## config.mk

```make
export PLATFORM = sky130hd
export DESIGN_NAME = alu_arbiter
export DESIGN_NICKNAME = d
export VERILOG_FILES = /design/src/rtl/alu_arbiter_pkg.sv /design/src/rtl/ArithmeticLogicUnit.sv /design/src/rtl/rr_arbiter2.sv /design/src/rtl/alu_arbiter.sv
export SDC_FILE = /design/constraint.sdc
export NUM_CORES = 1
export LEC_CHECK = 0
export BUFFER_PORTS_ARGS = -buffer_cell sky130_fd_sc_hd__buf_4
export CAP_MARGIN = 20
export CELL_PAD_IN_SITES_DETAIL_PLACEMENT = 0
export CELL_PAD_IN_SITES_GLOBAL_PLACEMENT = 1
export CORE_MARGIN = 5
export CORE_UTILIZATION = 30
export CTS_BUF_LIST = sky130_fd_sc_hd__clkbuf_4 sky130_fd_sc_hd__clkbuf_8 sky130_fd_sc_hd__clkbuf_16
export DETAILED_ROUTE_END_ITERATION = 8
export GPL_TIMING_DRIVEN = 0
export PLACE_DENSITY = 0.65
export SETUP_SLACK_MARGIN = 0.3
export SYNTH_ARGS = -nofsm -noshare
export SYNTH_HDL_FRONTEND = slang
export SYNTH_HIERARCHICAL = 1
export SYNTH_SLANG_ARGS = --single-unit
```

## constraint.sdc

```tcl
create_clock -name clk -period 11.4 [get_ports clk]
set_clock_uncertainty 0.05 [all_clocks]
set_input_delay 1.14 -clock clk [delete_from_list [all_inputs] [get_ports clk]]
set_output_delay 1.14 -clock clk [all_outputs]
set_load 0.05 [all_outputs]
```

## src/rtl/alu_arbiter_pkg.sv

```systemverilog
// Shared ALU package: opcode encoding, requester count and request payload.
package alu_arbiter_pkg;

  localparam int unsigned ALU_XLEN    = 32;
  localparam int unsigned ALU_TAG_W   = 4;
  localparam int unsigned ALU_OP_W    = 7;
  localparam int unsigned ALU_NUM_REQ = 2;

  // Bits [3:0] select the main result, bits [6:4] enable out_b compare flags.
  typedef logic [ALU_OP_W-1:0] InstructionSetALU;

  localparam InstructionSetALU ALU_MAIN_MASK = 7'h0F;
  localparam InstructionSetALU ALU_NOP       = 7'h00;
  localparam InstructionSetALU ALU_ADD       = 7'h01;
  localparam InstructionSetALU ALU_SUB       = 7'h02;
  localparam InstructionSetALU ALU_AND       = 7'h03;
  localparam InstructionSetALU ALU_OR        = 7'h04;
  localparam InstructionSetALU ALU_XOR       = 7'h05;
  localparam InstructionSetALU ALU_SLL       = 7'h06;
  localparam InstructionSetALU ALU_SRL       = 7'h07;
  localparam InstructionSetALU ALU_SRA       = 7'h08;
  localparam InstructionSetALU ALU_SLT       = 7'h09;
  localparam InstructionSetALU ALU_SLTU      = 7'h0A;
  localparam InstructionSetALU ALU_SLT_B     = 7'h10;
  localparam InstructionSetALU ALU_SLTU_B    = 7'h20;
  localparam InstructionSetALU ALU_SEQ_B     = 7'h40;

  typedef struct packed {
    InstructionSetALU       op;
    logic [ALU_XLEN-1:0]    in1;
    logic [ALU_XLEN-1:0]    in2;
    logic [ALU_XLEN-1:0]    in1_b;
    logic [ALU_XLEN-1:0]    in2_b;
    logic [ALU_TAG_W-1:0]   tag;
  } alu_req_t;

endpackage

```

## src/rtl/ArithmeticLogicUnit.sv

```systemverilog
// Combinational ALU: main result plus an OR of the enabled secondary compares.
module ArithmeticLogicUnit
  import alu_arbiter_pkg::*;
#(
  parameter int unsigned XLEN = ALU_XLEN
) (
  input  InstructionSetALU  i_op,
  input  logic [XLEN-1:0]   i_in1,
  input  logic [XLEN-1:0]   i_in2,
  input  logic [XLEN-1:0]   i_in1_b,
  input  logic [XLEN-1:0]   i_in2_b,
  output logic [XLEN-1:0]   o_out,
  output logic              o_out_b
);

  InstructionSetALU w_main;
  logic [4:0]       w_shamt;

  assign w_shamt = i_in2[4:0];

  // Main result select; undefined encodings produce zero.
  always_comb begin
    w_main = i_op & ALU_MAIN_MASK;
    o_out  = '0;
    case (w_main)
      ALU_ADD:  o_out = i_in1 + i_in2;
      ALU_SUB:  o_out = i_in1 - i_in2;
      ALU_AND:  o_out = i_in1 & i_in2;
      ALU_OR:   o_out = i_in1 | i_in2;
      ALU_XOR:  o_out = i_in1 ^ i_in2;
      ALU_SLL:  o_out = i_in1 << w_shamt;
      ALU_SRL:  o_out = i_in1 >> w_shamt;
      ALU_SRA:  o_out = XLEN'($signed(i_in1) >>> w_shamt);
      ALU_SLT:  o_out = XLEN'($signed(i_in1) < $signed(i_in2));
      ALU_SLTU: o_out = XLEN'(i_in1 < i_in2);
      default:  o_out = '0;
    endcase
  end

  assign o_out_b = ((|(i_op & ALU_SLT_B))  && ($signed(i_in1_b) < $signed(i_in2_b))) ||
                   ((|(i_op & ALU_SLTU_B)) && (i_in1_b < i_in2_b)) ||
                   ((|(i_op & ALU_SEQ_B))  && (i_in1_b == i_in2_b));

endmodule

```

## src/rtl/rr_arbiter2.sv

```systemverilog
// Two-way round-robin arbiter; the winner of a grant loses priority next time.
module rr_arbiter2 (
  input  logic       clk,
  input  logic       reset,
  input  logic [1:0] i_elig,
  output logic [1:0] o_grant_c
);

  logic r_rr_ptr;

  // Grant the single eligible requester, or the pointed one on a tie.
  always_comb begin
    o_grant_c = 2'b00;
    case (i_elig)
      2'b01:   o_grant_c = 2'b01;
      2'b10:   o_grant_c = 2'b10;
      2'b11:   o_grant_c = r_rr_ptr ? 2'b10 : 2'b01;
      default: o_grant_c = 2'b00;
    endcase
  end

  // Priority moves to the requester that did not just win; idle cycles hold it.
  always_ff @(posedge clk) begin
    if (reset) begin
      r_rr_ptr <= 1'b0;
    end else if (o_grant_c[0]) begin
      r_rr_ptr <= 1'b1;
    end else if (o_grant_c[1]) begin
      r_rr_ptr <= 1'b0;
    end
  end

endmodule

```

## src/rtl/alu_arbiter.sv

```systemverilog
// Shares one ALU between two requesters with per-requester response slots.
module alu_arbiter
  import alu_arbiter_pkg::*;
#(
  parameter int unsigned XLEN  = ALU_XLEN,
  parameter int unsigned TAG_W = ALU_TAG_W,
  parameter int unsigned CNT_W = 16
) (
  input  logic                                  clk,
  input  logic                                  reset,
  input  logic [ALU_NUM_REQ-1:0]                req_valid,
  output logic [ALU_NUM_REQ-1:0]                req_ready,
  input  logic [ALU_NUM_REQ-1:0][ALU_OP_W-1:0]  req_op,
  input  logic [ALU_NUM_REQ-1:0][XLEN-1:0]      req_in1,
  input  logic [ALU_NUM_REQ-1:0][XLEN-1:0]      req_in2,
  input  logic [ALU_NUM_REQ-1:0][XLEN-1:0]      req_in1_b,
  input  logic [ALU_NUM_REQ-1:0][XLEN-1:0]      req_in2_b,
  input  logic [ALU_NUM_REQ-1:0][TAG_W-1:0]     req_tag,
  output logic [ALU_NUM_REQ-1:0]                rsp_valid,
  input  logic [ALU_NUM_REQ-1:0]                rsp_ready,
  output logic [ALU_NUM_REQ-1:0][XLEN-1:0]      rsp_out,
  output logic [ALU_NUM_REQ-1:0]                rsp_out_b,
  output logic [ALU_NUM_REQ-1:0][TAG_W-1:0]     rsp_tag,
  output logic [ALU_NUM_REQ-1:0][CNT_W-1:0]     stall_cnt
);

  logic [ALU_NUM_REQ-1:0]              w_elig;
  logic [ALU_NUM_REQ-1:0]              w_grant;
  alu_req_t                            w_alu_req;
  logic [XLEN-1:0]                     w_alu_out;
  logic                                w_alu_out_b;

  logic [ALU_NUM_REQ-1:0]              r_rsp_valid;
  logic [ALU_NUM_REQ-1:0][XLEN-1:0]    r_rsp_out;
  logic [ALU_NUM_REQ-1:0]              r_rsp_out_b;
  logic [ALU_NUM_REQ-1:0][TAG_W-1:0]   r_rsp_tag;
  logic [ALU_NUM_REQ-1:0][CNT_W-1:0]   r_stall_cnt;

  // A full slot can take a new result only if it drains this same cycle.
  assign w_elig    = {ALU_NUM_REQ{~reset}} & req_valid & (~r_rsp_valid | rsp_ready);
  assign req_ready = w_grant;

  rr_arbiter2 u_arb (
    .clk       (clk),
    .reset     (reset),
    .i_elig    (w_elig),
    .o_grant_c (w_grant)
  );

  // Steer the granted request into the ALU; idle cycles present a zero NOP.
  always_comb begin
    w_alu_req = '0;
    for (int i = 0; i < ALU_NUM_REQ; i++) begin
      if (w_grant[i]) begin
        w_alu_req.op    = req_op[i];
        w_alu_req.in1   = req_in1[i];
        w_alu_req.in2   = req_in2[i];
        w_alu_req.in1_b = req_in1_b[i];
        w_alu_req.in2_b = req_in2_b[i];
        w_alu_req.tag   = req_tag[i];
      end
    end
  end

  ArithmeticLogicUnit #(
    .XLEN (XLEN)
  ) u_alu (
    .i_op    (w_alu_req.op),
    .i_in1   (w_alu_req.in1),
    .i_in2   (w_alu_req.in2),
    .i_in1_b (w_alu_req.in1_b),
    .i_in2_b (w_alu_req.in2_b),
    .o_out   (w_alu_out),
    .o_out_b (w_alu_out_b)
  );

  // Response slots: load on grant, empty on consume, otherwise hold.
  always_ff @(posedge clk) begin
    if (reset) begin
      r_rsp_valid <= '0;
      r_rsp_out   <= '0;
      r_rsp_out_b <= '0;
      r_rsp_tag   <= '0;
    end else begin
      for (int i = 0; i < ALU_NUM_REQ; i++) begin
        if (w_grant[i]) begin
          r_rsp_valid[i] <= 1'b1;
          r_rsp_out[i]   <= w_alu_out;
          r_rsp_out_b[i] <= w_alu_out_b;
          r_rsp_tag[i]   <= w_alu_req.tag;
        end else if (rsp_ready[i]) begin
          r_rsp_valid[i] <= 1'b0;
        end
      end
    end
  end

  // Saturating count of cycles a requester waited without being granted.
  always_ff @(posedge clk) begin
    if (reset) begin
      r_stall_cnt <= '0;
    end else begin
      for (int i = 0; i < ALU_NUM_REQ; i++) begin
        if (req_valid[i] && !w_grant[i] && (r_stall_cnt[i] != {CNT_W{1'b1}})) begin
          r_stall_cnt[i] <= r_stall_cnt[i] + CNT_W'(1);
        end
      end
    end
  end

  assign rsp_valid = r_rsp_valid;
  assign rsp_out   = r_rsp_out;
  assign rsp_out_b = r_rsp_out_b;
  assign rsp_tag   = r_rsp_tag;
  assign stall_cnt = r_stall_cnt;

endmodule
```

==> results of run 1 <==
## cell type report
| type | count | area, um2 | share of cell area [%] |
|---|---|---|---|
| timing repair buffer | 396 | 2970 | 15.5 |
| sequential | 109 | 2180 | 11.4 |
| clock buffer | 13 | 268 | 1.40 |
| buffer | 158 | 674 | 3.52 |
| antenna | 3 | 7.51 | 0.0392 |
| tap | 672 | 841 | 4.39 |
| clock inverter | 3 | 26.3 | 0.137 |
| inverter | 131 | 492 | 2.57 |
| multi-input combinational | 1630 | 11700 | 61.1 |
## placed cells by master (no fill, tap or decap), drive strengths merged, types with 20 or more instances in the layout
cell,n
o31ai,22
nor2,248
a22o,136
a211oi,25
buf,457
dfxtp,109
a221oi,31
o22ai,20
nand3,26
nand4,24
nor3,40
ha,132
nand2,124
clkbuf,110
nor2b,25
mux4,24
o211ai,29
mux2i,122
o21ai,126
a21o,33
a21oi,163
inv,131
## through the flow
step	power, mW	hold WS, ns	setup WS [ns]	std cells
after detailed placement	1.42	0.427	1.64	3095
after floorplan	1.03	0.401	3.82	2028
after global placement	1.42	0.417	1.66	3093
final	1.75	0.438	1.85	3115
after global routing	1.84	0.458	1.49	3115
after CTS	1.74	0.439	1.97	3111
## final timing paths
kind / start / end / slack (ns) / cells past startpoint
worst max-delay path: reset / rsp_out[0] / 1.85 / 27
worst min-delay path: rsp_tag[0] / rsp_tag[0] / 0.44 / 2
worst max register to register: rsp_valid[1] / rsp_out[0] / 2.62 / 26
worst min register to register: rsp_tag[0] / rsp_tag[0] / 0.44 / 2
## per-layer routing
metal / up-vias / GRT usage, % / part of all wire [%] / wire length (um)
met5: - / 0 / 0 / 0
met4: 0 / 11.8 / 4.8 / 4110
met3: 197 / 4.89 / 8.1 / 6880
met2: 976 / 48.2 / 46 / 38700
met1: 8782 / 37.5 / 41 / 35000
li1: 8415 / - / - / -
## tightest hold or removal path, delay by kind of cell, from the launching register on
kind	cells	cell delay, ns
AO/OA/AOI/OAI	1	0.05
flip-flops	1	0.32
AND/OR/NAND/NOR	1	0.08
## kinds of logic after synthesis
| logic type | synth area share [%] |
|---|---|
| AOI/OAI and AO/OA | 34.2 |
| DFF | 14.5 |
| muxes | 12.9 |
| buffers and inverters | 7.75 |
| xor gates and xnor gates | 0.175 |
| adders and majority gates | 11.2 |
| and+or+nand+nor | 19.2 |
## registers in the layout (all words and copies together) (netlist names)
signal and cells:
rsp_out 64, stall_cnt 32, rsp_tag 8, rsp_out_b 2
rsp_valid 2, u_arb/r_rr_ptr 1
## power by group through the flow
stage	clock, mW	combinational, mW	sequential (mW)
final	0.314	1.02	0.413
after global routing	0.338	1.09	0.415
after CTS	0.320	1.00	0.413
after detailed placement	0	0.998	0.421
after global placement	0	0.996	0.421
after floorplan	0	0.543	0.483
==> results.yml, run 1 <==
logic_synthesis:
  seq_area_frac_synth_pct: 14.5
  synth.net_count: 2446
  synth-edff-count: 0
  ys_async_sr_fraction_pct: 0
  synth-warning-count: 6
  synth.area.top_cells: "dfxtp_1 (14%), ha_1 (11%), mux2i_1 (8.1%)"
  synth-seq-cells: 109
  ys.flop_type: "dfxtp_1"
  syn_area_per_cell_um2: 7.42
  syn_area_um2: 15100
  syn_inst: 2028
  synth_cell_types: 98
  netlist.area_leader.share_pct: 14.5
  synth.most_common_cell: "nor2_1"
  synth_top_cells_by_count: "nor2_1 (247), a21oi_1 (162), a22o_1 (136)"
  yosys.area.top_type: "dfxtp_1"
die:
  io_pins: 394
  die_area_um2: 54800
  initial_core_util_pct: 30.2
  num_rows: 82
  fp.dieH_um: 234
  die_x_um: 234
  core_um2: 49900
sta:
  maxSlewHeadroom_pct: 19.3
  tns_ns: 0
  grt_setup_unrepaired: "no"
  setup_viol: 0
  tightest_slew_ns: 1.18
  slew_violations: 0
  finalHoldViolCount: 0
  max_freq_mhz: 105
  period_minus_slack_ns: 9.55
  fin_crit_sh_pct: 83.7
global_route:
  grt_usage_pct: 29.0
  grt_pass1_wl_mm: 120
  grt_pass1_vias: 17800
  grt_overflow: 0
  antenna_found_initial: 4
  grt_start_max_net_pins: 18
critical_path:
  path_class: "in -> reg"
  slowest_stage: "clkbuf_1"
  cp-start-kind: "input port"
  crit_top_cell: "buf_2"
  max_stage_delay_ns: 0.89
  path_max_fanout: 11
  crit_family: "buffers and inverters"
  required_ns: 11.64
  path_buf_inv: 11
  endpoint_kind: "register"
  crit_arrival_ns: 9.79
clock_network:
  path_clk_slew_ns: 0.08
  cts-htree-levels: 3
  post_cts_buffers: 0
  cts_root_buf: "clkbuf_16"
  clock_latency_ns: 0.36
  cts_sinks: 109
  cts_buffer_depth: 2
  cts_resized: 0
  cts_hold_buf: 0
  cts_tree: "done"
  cts_buffers: 9
pwr:
  combPwrFrac_pct: 58.5
  clkPwrFrac_pct: 17.9
  swShare_pct: 47.2
  vdd.ir_drop.worst_uv: 72.4
  cellLeakagePower_nw: 8.05
  power_density_nw_per_um2: 91.4
  p_int_mw: 0.925
  p_sw_mw: 0.826
  seqPwrFrac_pct: 23.6
finish:
  syn2layout_area_growth_pct: 27.3
  final_area_um2: 19200
  final_nets: 2853
  post-route-util_pct: 38.4
  fillCellCount: 5361
  drive_gt1_share_pct: 21.5
route:
  avgRoutedWirePerCell_um: 27.2
  first_iter_violations: 1740
  wirelength_mm: 84.7
  postRouteAntennaNets: 0
  via_count: 18400
  vias_per_cell: 5.90
  drcViolationCount: 0
  first_pass_iters: 7
status:
  status: "finished, final reports clean"
worst_hold_path:
  min_path_type: "reg -> reg"
run:
  drv_cap: 0
place:
  gp_congestion: 1.00
  dp_hpwl_mm: 70.2
  placed_area_um2: 18900
  io_buffers: 393
Power figures use the tool's default switching activity.
==> run 2: changes to the inputs <==
--- a/config.mk
+++ b/config.mk
@@ -14,7 +14,7 @@
 export CTS_BUF_LIST = sky130_fd_sc_hd__clkbuf_4 sky130_fd_sc_hd__clkbuf_8 sky130_fd_sc_hd__clkbuf_16
 export DETAILED_ROUTE_END_ITERATION = 8
 export GPL_TIMING_DRIVEN = 0
-export PLACE_DENSITY = 0.65
+export PLACE_DENSITY = 0.67
 export SETUP_SLACK_MARGIN = 0.3
 export SYNTH_ARGS = -nofsm -noshare
 export SYNTH_HDL_FRONTEND = slang
==> constraint.sdc (replaced) <==
create_clock -name clk -period 8.3 [get_ports clk]
set_clock_uncertainty 0.05 [all_clocks]
set_input_delay 0.83 -clock clk [delete_from_list [all_inputs] [get_ports clk]]
set_output_delay 0.83 -clock clk [all_outputs]
set_load 0.05 [all_outputs]
==> results.yml, run 2 (synthesis gave the netlist of run 1 again) <==
status:
  status: "finished, final reports clean"
finish:
  largest_reg_flops: 64
  syn2layout_area_growth_pct: 27.6
  drive_gt1_share_pct: 22.0
  layout_commonest_cell: "buf_4"
  final_cell_mix: "buf_4 (396), nor2_1 (247), a21oi_1 (162)"
  final_nets: 2853
critical_path:
  crit_family: "compound AO/OA/AOI/OAI gates"
  endpoint_kind: "register"
  slowest_stage: "a2111oi_0"
  path_class: "in -> reg"
  required_ns: 8.47
  cp-start-kind: "input port"
  path_max_fanout: 16
  crit_top_cell: "buf_2"
  max_stage_delay_ns: 0.53
  path_buf_inv: 10
  crit_arrival_ns: 7.64
route:
  first_pass_iters: 6
  via_count: 18500
  vias_per_cell: 5.93
  drcViolationCount: 0
  avgRoutedWirePerCell_um: 27.3
  first_iter_violations: 1644
  wirelength_mm: 85.0
  postRouteAntennaNets: 0
pwr:
  p_sw_mw: 1.14
  vdd.ir_drop.worst_uv: 92.5
  finalPower_mw: 2.39
  combPwrFrac_pct: 59.2
  seqPwrFrac_pct: 23.7
  swShare_pct: 47.5
  cellLeakagePower_nw: 8.06
  clkPwrFrac_pct: 17.1
  power_density_nw_per_um2: 124
  p_int_mw: 1.25
sta:
  slew_violations: 0
  grt_setup_unrepaired: "no"
  fin_hold_ws_ns: 0.440
  period_minus_slack_ns: 7.47
  finalHoldViolCount: 0
  tightest_slew_ns: 1.14
  fin_crit_sh_pct: 90.0
  setup_viol: 0
  maxSlewHeadroom_pct: 23.2
  max_freq_mhz: 134
global_route:
  grt_overflow: 0
  antenna_found_initial: 1
  grt_pass1_vias: 17800
  grt_pass1_wl_mm: 120
  grt_usage_pct: 29.2
  grt_start_max_net_pins: 18
die:
  num_rows: 82
  io_pins: 394
  fp.dieH_um: 234
  die_area_um2: 54800
  core_um2: 49900
  initial_core_util_pct: 30.2
  die_x_um: 234
clock_network:
  clock_latency_ns: 0.36
  cts-htree-levels: 3
  cts_root_buf: "clkbuf_16"
  cts_buffer_depth: 2
  cts_tree: "done"
  cts_buffers: 9
  cts_sinks: 109
  path_clk_slew_ns: 0.07
  cts_hold_buf: 0
run:
  drv_cap: 0
worst_hold_path:
  min_path_type: "reg -> reg"
place:
  gp_congestion: 1.00
  dp_hpwl_mm: 71.0
  io_buffers: 393
==> run 2: changes by cell type in the layout (fill, tap and decap cells not counted), moves of 3 or more <==
cell | previous run | this run
clkinvlp_4 | 0 | 3
clkbuf_1 | 95 | 91
clkbuf_2 | 1 | 4
clkbuf_4 | 3 | 0
==> run 2: metal layers <==
metal	part of all wire, %	routed length [um]	GRT usage (%)	vias up
met5	0	0	0	-
met3	7.3	6160	4.27	172
met4	4.1	3490	10.1	0
li1	-	-	-	8436
met1	42	35700	37.9	8922
met2	47	39600	49.7	924
==> run 2: worst paths after layout <==
path	startpoint	to	slack, ns	cells after the start
max	reset	rsp_out[32]	0.83	26
min	rsp_tag[1]	rsp_tag[1]	0.44	2
max reg2reg	rsp_valid[1]	rsp_out[32]	1.08	26
min reg2reg	rsp_tag[1]	rsp_tag[1]	0.44	2
==> run 2: power groups by stage <==
stage,logic [mW],registers (mW),clock network (mW)
4_1_cts,1.39,0.566,0.419
3_3_place_gp,1.38,0.578,0
5_1_grt,1.50,0.569,0.439
2_1_floorplan,0.746,0.663,0
6_report,1.42,0.566,0.408
3_5_place_dp,1.38,0.578,0
==> run 2: worst reg2reg max path, stage by stage (launching register included) <==
cell and delay (ns):
dfxtp_1 0.31, nor2b_1 0.14, nor3b_1 0.32, a21boi_0 0.21, buf_2 0.26, nor2b_1 0.16, clkbuf_2 0.31, clkbuf_2 0.30
a22o_1 0.26, inv_1 0.10, buf_2 0.28, buf_2 0.39, buf_2 0.34, buf_2 0.35, ha_1 0.29, buf_2 0.18
o21ba_2 0.23, nor4_2 0.23, o31ai_2 0.17, a21oi_2 0.30, a311oi_2 0.25, a21oi_1 0.38, o21ai_0 0.26, a2111oi_0 0.53
o21bai_1 0.24, mux2i_1 0.19, nor2_1 0.06
==> run 2: through the flow <==
step | utilization [%] | instances | setup WS [ns] | area (um2) | TNS, ns
6_report | 38.5 | 3114 | 0.831 | 19200 | 0
5_1_grt | 38.5 | 3112 | 0.504 | 19200 | 0
4_1_cts | 38.5 | 3112 | 0.356 | 19200 | 0
3_5_place_dp | 37.9 | 3097 | -1.13 | 18900 | -17.64
3_3_place_gp | 37.8 | 3093 | -0.923 | 18800 | -11.77
2_1_floorplan | - | 2028 | 1.03 | 15100 | 0
==> run 2: timing repair <==
item,CTS,global route
buffers inserted,0,0
pin swaps,0,0
resized for setup,9,8
endpoints found under the setup margin,40,33
cloned,0,0
==> run 2: final cells by class <==
class	count	area, um2
Buffer	157	677
Sequential cell	109	2180
Multi-Input combinational cell	1630	11700
Fill cell	5415	30700
Antenna cell	3	7.51
Clock buffer	10	239
Clock inverter	5	36.3
Timing Repair Buffer	397	2990
Tap cell	672	841
Inverter	131	492
==> run 3: changes to the inputs <==
--- a/config.mk
+++ b/config.mk
@@ -14,6 +14,7 @@
 export CTS_BUF_LIST = sky130_fd_sc_hd__clkbuf_4 sky130_fd_sc_hd__clkbuf_8 sky130_fd_sc_hd__clkbuf_16
 export DETAILED_ROUTE_END_ITERATION = 8
 export GPL_TIMING_DRIVEN = 0
+export MAX_ROUTING_LAYER = met4
 export PLACE_DENSITY = 0.67
 export SETUP_SLACK_MARGIN = 0.3
 export SYNTH_ARGS = -nofsm -noshare
==> results.yml, run 3 (synthesis gave the netlist of run 1 again) <==
critical_path:
  cp-start-kind: "input port"
  path_class: "in -> reg"
  path_max_fanout: 16
  crit_arrival_ns: 7.61
  required_ns: 8.47
  endpoint_kind: "register"
sta:
  setup_viol: 0
  tns_ns: 0
  finalHoldViolCount: 0
  slew_violations: 0
  tightest_slew_ns: 1.22
  fin_crit_sh_pct: 89.6
  period_minus_slack_ns: 7.44
  fin_ws_ns: 0.862
  grt_setup_unrepaired: "no"
  max_freq_mhz: 134
  maxSlewHeadroom_pct: 17.4
  fin_hold_ws_ns: 0.439
finish:
  layout_commonest_cell: "buf_4"
  syn2layout_area_growth_pct: 27.6
  final_nets: 2853
  regArea_um2: 2180
  multi_input_area_um2: 11700
  fillCellCount: 5358
  drive_gt1_share_pct: 22.0
  final_cell_mix: "buf_4 (396), nor2_1 (247), a21oi_1 (162)"
  final_area_um2: 19200
  largest_reg_flops: 64
clock_network:
  cts_tree: "done"
  path_clk_slew_ns: 0.07
  cts_sinks: 109
  cts_root_buf: "clkbuf_16"
  cts-htree-levels: 3
  cts_buffer_depth: 2
  post_cts_buffers: 0
  cts_buffers: 9
  clock_latency_ns: 0.36
die:
  fp.dieH_um: 234
  die_area_um2: 54800
  core_um2: 49900
  io_pins: 394
  initial_core_util_pct: 30.2
  die_x_um: 234
  num_rows: 82
route:
  first_iter_violations: 1816
  first_pass_iters: 6
  avgRoutedWirePerCell_um: 27.5
  via_count: 18400
  wirelength_mm: 85.6
  postRouteAntennaNets: 0
  vias_per_cell: 5.89
  drcViolationCount: 0
place:
  pre_cts_slack_ns: -1.15
  placed_area_um2: 18900
  dp_hpwl_mm: 71.3
  gp_congestion: 1.01
  io_buffers: 393
pwr:
  vdd.ir_drop.worst_uv: 95.8
  power_density_nw_per_um2: 125
  finalPower_mw: 2.41
  cellLeakagePower_nw: 8.06
global_route:
  grt_overflow: 0
  grt_pass1_vias: 17800
  grt_pass1_wl_mm: 121
  grt_usage_pct: 30.4
  grt_start_max_net_pins: 18
  antenna_found_initial: 6
status:
  status: "finished, final reports clean"
run:
  drv_cap: 0
worst_hold_path:
  min_path_type: "reg -> reg"
[run 3: cell types whose count changed in the layout (fill, tap and decap cells not counted), moves of 2 or more]
cell and change:
clkinvlp_4 -2, clkbuf_4 +2, clkinv_4 +3, diode_2 +2
[run 3: area by class of cell]
cell class	instances	area share, %
inverter	131	2.56
clock buffer	12	1.32
timing repair buffer	397	15.5
multi-input combinational	1630	61.1
antenna	5	0.0652
sequential	109	11.4
clock inverter	4	0.176
buffer	157	3.52
tap	672	4.38
[run 3: power by group]
| part | total (mW) | switching (mW) | internal [mW] |
|---|---|---|---|
| clock network | 0.422 | 0.202 | 0.220 |
| registers | 0.566 | 0.0171 | 0.549 |
| logic | 1.42 | 0.927 | 0.493 |
| total | 2.41 | 1.15 | 1.26 |
[run 3: final timing paths]
check | start | end | slack, ns | cells after the start
max | reset | rsp_out[32] | 0.86 | 26
max reg2reg | rsp_valid[1] | rsp_out[32] | 1.10 | 26
min reg2reg | rsp_tag[0] | rsp_tag[0] | 0.44 | 2
min | rsp_tag[0] | rsp_tag[0] | 0.44 | 2
[run 3: repair_timing]
item                       CTS  global route
hold buffers                 0             0
resized for setup            7             7
hold endpoints to repair     0             0
setup endpoints to repair   39            37
[run 3: stage by stage]
| stage | utilization, % | instances |
|---|---|---|
| global placement | 37.8 | 3093 |
| finish | 38.5 | 3117 |
| floorplan | - | 2028 |
| detailed placement | 37.8 | 3097 |
| global route | 38.5 | 3117 |
| CTS | 38.4 | 3113 |
[run 3: metal layers]
metal,up-vias,global-route usage [%],part of all wire (%)
met5,-,-,0
met4,0,13.6,5.2
met3,166,5.39,7.6
met2,870,47.9,45
met1,8888,38.2,42
li1,8437,-,-
[run 3: critical path, cell delays in order]
cell       delay [ns]
buf_4            0.18
nor3b_1          0.34
a21boi_0         0.19
buf_2            0.26
nor2b_1          0.17
clkbuf_2         0.31
clkbuf_2         0.30
a22o_1           0.26
inv_1            0.11
buf_2            0.29
buf_2            0.40
buf_2            0.33
buf_2            0.37
ha_1             0.29
buf_2            0.17
o21ba_2          0.23
nor4_2           0.23
o31ai_2          0.16
a21oi_2          0.30
a311oi_2         0.25
a21oi_1          0.37
o21ai_0          0.28
a2111oi_0        0.49
o21bai_1         0.22
mux2i_1          0.17
nor2_1           0.06
